==> src/rtl/whack_game_core.sv <==
// -----------------------------------------------------------------------------
// whack_game_core
//
// Game controller for a touch-screen whack-a-mole. It tracks the game state
// (IDLE/PLAY/PAUSE/OVER), maps a new touch onto a hole of the grid, and sends
// kill pulses back to the mole spawner for every slot whose mole sits in the
// touched hole. It also keeps score, combo, level, elapsed seconds and the
// high score.
//
// Ports
//   clk, rst       rising-edge clock, synchronous active-high reset
//   start, pause   one-cycle pulses: begin/restart game, toggle PLAY/PAUSE
//   tp_valid       touch pressed (level); a new press is its rising edge
//   tp_x, tp_y     touch coordinates in pixels
//   moles          hole index per spawner slot, all-ones = empty slot
//   survival       one-cycle pulse: a mole escaped
//   kill_list      one-cycle per-slot kill pulses to the spawner
//   mole_run       spawner enable, high only while playing
//   life_span      mole lifetime in cycles for the current level
//   score, high_score, kill, runaway, combo, level, timer  game counters
//   state          IDLE=0, PLAY=1, PAUSE=2, OVER=3
//   game_over      high while in OVER
// -----------------------------------------------------------------------------
module whack_game_core #(
  parameter int N_SLOTS         = 5,
  parameter int IDX_W           = 4,
  parameter int GRID_COLS       = 3,
  parameter int GRID_ROWS       = 3,
  parameter int GRID_X0         = 100,
  parameter int GRID_Y0         = 50,
  parameter int CELL_W          = 200,
  parameter int CELL_H          = 150,
  parameter int KILLS_PER_LEVEL = 9,
  parameter int MAX_LEVEL       = 4,
  parameter int MAX_RUNAWAY     = 10,
  parameter int COMBO_CAP       = 5,
  parameter int CLK_HZ          = 50_000_000,
  parameter int LIFE_BASE       = 50_000_000,
  parameter int LIFE_STEP       = 10_000_000,
  parameter int LIFE_MIN        = 10_000_000
) (
  input  logic                     clk,
  input  logic                     rst,
  input  logic                     start,
  input  logic                     pause,
  input  logic                     tp_valid,
  input  logic [15:0]              tp_x,
  input  logic [15:0]              tp_y,
  input  logic [N_SLOTS*IDX_W-1:0] moles,
  input  logic                     survival,
  output logic [N_SLOTS-1:0]       kill_list,
  output logic                     mole_run,
  output logic [31:0]              life_span,
  output logic [15:0]              score,
  output logic [15:0]              high_score,
  output logic [7:0]               kill,
  output logic [7:0]               runaway,
  output logic [7:0]               combo,
  output logic [3:0]               level,
  output logic [9:0]               timer,
  output logic [1:0]               state,
  output logic                     game_over
);

  localparam int                 N_HOLES    = GRID_COLS * GRID_ROWS;
  localparam logic [IDX_W-1:0]   HOLES_W    = IDX_W'(N_HOLES);
  localparam logic [8:0]         TOTAL_W    = 9'(MAX_LEVEL * KILLS_PER_LEVEL);
  localparam logic [7:0]         RUN_LIM    = 8'(MAX_RUNAWAY);
  localparam logic [7:0]         CAP_W      = 8'(COMBO_CAP);
  localparam logic [3:0]         MAX_LVL    = 4'(MAX_LEVEL);
  localparam logic [31:0]        PRESC_LAST = 32'(CLK_HZ - 1);

  typedef enum logic [1:0] {
    S_IDLE  = 2'd0,
    S_PLAY  = 2'd1,
    S_PAUSE = 2'd2,
    S_OVER  = 2'd3
  } state_t;

  state_t               state_q, state_d;
  logic                 tp_prev;
  logic [N_SLOTS-1:0]   kill_q;
  logic [31:0]          presc;

  logic [31:0]          tx, ty;
  int                   hit_c, hit_r;
  logic                 col_ok, row_ok, hit_ok;
  logic [IDX_W-1:0]     hit_hole;
  logic [N_SLOTS-1:0]   match;
  logic [8:0]           resolved;
  logic                 over_cond, start_game, playing;
  logic [15:0]          lvl_thresh, bonus;
  logic [7:0]           combo_capped;
  logic [16:0]          score_sum;
  logic [31:0]          life_dec;

  // ---------------------------------------------------------------------------
  // Touch -> hole mapping. Border pixels belong to no cell.
  // ---------------------------------------------------------------------------
  assign tx = 32'(tp_x);
  assign ty = 32'(tp_y);

  // NOTE: every variable written here gets a default first, so no path leaves
  // it unassigned and no latch is inferred.
  always_comb begin
    hit_c  = 0;
    hit_r  = 0;
    col_ok = 1'b0;
    row_ok = 1'b0;
    for (int c = 0; c < GRID_COLS; c++) begin
      if (tx > 32'(GRID_X0 + c * CELL_W) && tx < 32'(GRID_X0 + (c + 1) * CELL_W)) begin
        col_ok = 1'b1;
        hit_c  = c;
      end
    end
    for (int r = 0; r < GRID_ROWS; r++) begin
      if (ty > 32'(GRID_Y0 + r * CELL_H) && ty < 32'(GRID_Y0 + (r + 1) * CELL_H)) begin
        row_ok = 1'b1;
        hit_r  = r;
      end
    end
    hit_ok   = col_ok && row_ok;
    hit_hole = IDX_W'(hit_r * GRID_COLS + hit_c);
  end

  // Empty slots (all-ones) and out-of-range indices never match.
  always_comb begin
    match = '0;
    for (int i = 0; i < N_SLOTS; i++) begin
      match[i] = hit_ok && (moles[i*IDX_W +: IDX_W] == hit_hole)
                        && (moles[i*IDX_W +: IDX_W] < HOLES_W);
    end
  end

  // ---------------------------------------------------------------------------
  // Game-level conditions
  // ---------------------------------------------------------------------------
  assign resolved   = {1'b0, kill} + {1'b0, runaway};
  assign over_cond  = (runaway >= RUN_LIM) || (resolved >= TOTAL_W);
  assign start_game = start && (state_q == S_IDLE || state_q == S_OVER);
  // The game-ending cycle updates nothing but the high score, so the score
  // copied into high_score is the final one.
  assign playing    = (state_q == S_PLAY) && !over_cond;

  assign lvl_thresh   = 16'(level) * 16'(KILLS_PER_LEVEL);
  assign combo_capped = (combo < CAP_W) ? combo : CAP_W;
  assign bonus        = 16'(level) + 16'(combo_capped);
  assign score_sum    = {1'b0, score} + {1'b0, bonus};

  // Lifetime shrinks by LIFE_STEP per level down to LIFE_MIN; written to avoid
  // unsigned underflow when the step would pass below the floor.
  always_comb begin
    life_dec = 32'(level - 4'd1) * 32'(LIFE_STEP);
    if (life_dec + 32'(LIFE_MIN) >= 32'(LIFE_BASE)) life_span = 32'(LIFE_MIN);
    else                                            life_span = 32'(LIFE_BASE) - life_dec;
  end

  // ---------------------------------------------------------------------------
  // FSM
  // ---------------------------------------------------------------------------
  // NOTE: clocked state uses non-blocking assignments so every register sees
  // the pre-edge values of the others, whatever the statement order.
  always_ff @(posedge clk) begin
    if (rst) state_q <= S_IDLE;
    else     state_q <= state_d;
  end

  always_comb begin
    state_d = state_q;
    unique case (state_q)
      S_IDLE, S_OVER: if (start) state_d = S_PLAY;
      S_PLAY: begin
        if (over_cond)  state_d = S_OVER;
        else if (pause) state_d = S_PAUSE;
      end
      S_PAUSE:        if (pause) state_d = S_PLAY;
      default:        state_d = S_IDLE;
    endcase
  end

  assign state     = state_q;
  assign game_over = (state_q == S_OVER);
  assign mole_run  = (state_q == S_PLAY);
  assign kill_list = kill_q & {N_SLOTS{mole_run}};

  // ---------------------------------------------------------------------------
  // Counters and touch pipeline
  // ---------------------------------------------------------------------------
  always_ff @(posedge clk) begin
    if (rst) begin
      tp_prev    <= 1'b0;
      kill_q     <= '0;
      presc      <= '0;
      score      <= '0;
      high_score <= '0;
      kill       <= '0;
      runaway    <= '0;
      combo      <= '0;
      level      <= 4'd1;
      timer      <= '0;
    end else begin
      tp_prev <= tp_valid;
      kill_q  <= (playing && tp_valid && !tp_prev) ? match : '0;

      if (start_game) begin
        presc   <= '0;
        score   <= '0;
        kill    <= '0;
        runaway <= '0;
        combo   <= '0;
        level   <= 4'd1;
        timer   <= '0;
      end else if (state_q == S_PLAY && over_cond) begin
        if (score > high_score) high_score <= score;
      end else if (playing) begin
        // One kill per cycle no matter how many slots were hit.
        if (|kill_list) begin
          kill  <= (kill == '1) ? kill : kill + 8'd1;
          score <= score_sum[16] ? '1 : score_sum[15:0];
        end
        if (survival) begin
          runaway <= (runaway == '1) ? runaway : runaway + 8'd1;
          combo   <= '0;
        end else if (|kill_list) begin
          combo   <= (combo == '1) ? combo : combo + 8'd1;
        end
        if (16'(resolved) >= lvl_thresh && level < MAX_LVL) level <= level + 4'd1;
        if (presc == PRESC_LAST) begin
          presc <= '0;
          timer <= (timer == '1) ? timer : timer + 10'd1;
        end else begin
          presc <= presc + 32'd1;
        end
      end
    end
  end

endmodule
==> config.mk <==
export PLATFORM = sky130hd
export DESIGN_NAME = whack_game_core
export DESIGN_NICKNAME = d
export VERILOG_FILES = /design/src/rtl/whack_game_core.sv
export SDC_FILE = /design/constraint.sdc
export NUM_CORES = 1
export LEC_CHECK = 0
export BUFFER_PORTS_ARGS = -buffer_cell sky130_fd_sc_hd__buf_2
export CAP_MARGIN = 10
export CORE_UTILIZATION = 45
export DETAILED_ROUTE_END_ITERATION = 10
export GPL_ROUTABILITY_DRIVEN = 1
export GPL_TIMING_DRIVEN = 0
export PLACE_DENSITY_LB_ADDON = 0.05
export SLEW_MARGIN = 10
export SYNTH_ARGS = -nofsm -noshare
export SYNTH_HDL_FRONTEND = slang
export SYNTH_SLANG_ARGS = --single-unit
export TNS_END_PERCENT = 20
==> constraint.sdc <==
create_clock -name clk -period 12.8 [get_ports clk]
set_input_delay 1.92 -clock clk [delete_from_list [all_inputs] [get_ports clk]]
set_output_delay 1.92 -clock clk [all_outputs]
set_load 0.05 [all_outputs]
==> metrics.yaml <==
die_h_um: 156
path_clk_slew_ns: 0.08
grt_max_degree: 25
rsz0062_at_grt: "no"
drt_pass1_iterations: 5
wire_per_inst_um: 14.9
fin_ws_ns: 1.10
peakVddDrop_v: 0.0000604
drc: 0
initial_core_util: 0.464
clock_latency_ns: 0.36
tritoncts: "yes"
synth_cell_types: 84
min_period_over_period: 0.914
status: "finished clean"
fmax_mhz: 85.4
drive_gt1_frac: 0.142
hold_class: "reg -> reg"
vias: 9763
max_stage_delay_ns: 0.71
netlist_area_um2: 10600
gp_congestion: 0.890
synth.yosys.seq_area_share: 0.208
drv_slew: 0
yosys_warnings: 0
via_per_inst: 5.29
crit_type: "reg -> out"
ctsHtreeMaxLevel: 3
nets: 1743
dp_slack_ns: 1.05
cp_slowest_cell: "clkinvlp_4"
slew_headroom: 0.423
power_leakage_nw: 5.68
clkSinkCount: 110
crit_required_ns: 10.88
grt_pass1_vias: 9138
dpl.hpwl_um: 22300
ys_top_cells_by_count: "142 x nor2_1, 130 x ha_1, 110 x dfxtp_1"
synthCells: 1345
synth_top_area_frac: 0.208
fin_skew_ns: 0.0148
powerDensity_nw_per_um2: 57.8
portBuffers: 161
rows: 55
setup.worst_path.end_class: "output port"
ant_nets: 0
design.core.area_um2: 22800
die_area_um2: 24200
tightestPinTransition_ns: 0.863
die_x_um: 156
maxCapViolCount: 0
async_reset_ff_frac: 0
crit_path_max_fanout: 24
setup_viol: 0
cts_max_path_buffers: 2
drt_iter0_markers: 364
grtUsageTotal: 0.234
numCtsBuffers: 9
grt_pass1_wl_um: 46000
finalSetupTns_ns: 0
finalHoldViolCount: 0
synth_area_per_cell_um2: 7.89
synth_edf_count: 0
finalCriticalPeriod_ns: 11.70
crit_top_cell: "inv_1"
area_growth_pct: 14.4
rrSetupSlack_ns: 8.25
synth-seq-cells: 110
gr-total-overflow: 0
antenna_found_initial: 0
cp.arrival_ns: 9.78
hold_ws_ns: 0.487
start_kind: "flop"
finalWirelength_um: 27500
yosysMostFrequentCell: "nor2_1"
cts-root-buf: "clkbuf_16"
n_antenna_cell: 0
yosys.area.top_type: "dfxtp_1"
pin_count: 169
synth.top_cells.by_area: "dfxtp_1 21%, ha_1 15%, xnor2_1 6.4%"
synth_ff_type: "dfxtp_1"
-- path summary, 6_finish.rpt --
path / cells past startpoint / end / start
setup reg to reg: 11 / score[2] / kill[0]
hold / removal: 2 / presc[1] / presc[1]
hold reg to reg: 2 / presc[1] / presc[1]
setup / recovery: 30 / life_span[18] / level[0]
-- registers in the layout, summed over array words and instances (netlist names) --
name	flops
tp_prev	1
combo	8
runaway	8
state	2
score	16
level	4
kill_q	5
kill	8
timer	10
presc	32
high_score	16
-- critical path, delay by kind of cell (launching register included) --
| kind | cells | cell delay [ns] |
|---|---|---|
| flip-flops | 1 | 0.66 |
| AO/OA/AOI/OAI | 3 | 0.61 |
| AND/OR/NAND/NOR | 8 | 2.09 |
| adder cells (fa/ha/maj) | 8 | 3.37 |
| buffers and inverters | 11 | 2.68 |
-- power by group --
part | switching, mW | leakage (nW) | internal (mW)
sequential | 0.00278 | 0.886 | 0.344
clock | 0.140 | 0.132 | 0.136
combinational | 0.0546 | 4.66 | 0.0247
-- per-stage QoR --
| stage | power [mW] | area, um2 | utilization | cells |
|---|---|---|---|---|
| after floorplan | 0.404 | 10700 | - | 1356 |
| after global placement | 0.433 | 11800 | 0.519 | 1830 |
| after detailed placement | 0.434 | 11800 | 0.519 | 1830 |
| after CTS | 0.708 | 12100 | 0.531 | 1846 |
| after global routing | 0.729 | 12100 | 0.531 | 1846 |
| final | 0.702 | 12100 | 0.531 | 1846 |
-- layer usage --
layer / track usage / routed length, um
met2: 0.391 / 12700
met1: 0.324 / 13700
met3: 0.0267 / 816
met4: 0.0439 / 269
met5: 0 / 0
-- cells in the final DEF, fill, tap and decap left out, types with 53 or more instances in the layout --
cell type  count
dfxtp_1      110
a21oi_1       88
ha_1         130
xnor2_1       78
nand2_1       80
nor2_1       142
buf_2        168
o21ai_0       53
inv_1        109
nor3_1        59
-- timing repair --
item,in CTS,in global routing
hold buffers,0,0
resized for setup,0,1
setup buffers,0,0
endpoints found under the setup margin,0,3
-- area by class of cell --
cell class	count	area, um2
Buffer	56	268
Clock buffer	10	229
Clock inverter	6	52.6
Fill cell	2360	10700
Inverter	110	417
Multi-Input combinational cell	1080	7770
Sequential cell	110	2200
Tap cell	313	392
Timing Repair Buffer	161	806
-- cells by family after synthesis --
group / synth area share
xor gates and xnor gates: 0.0989
and+or+nand+nor: 0.240
DFF: 0.208
other: 0.000353
buffers and inverters: 0.0641
muxes: 0.00979
adders and majority gates: 0.204
AOI/OAI and AO/OA: 0.175
Note: power is estimated with default switching activity, not from simulation.
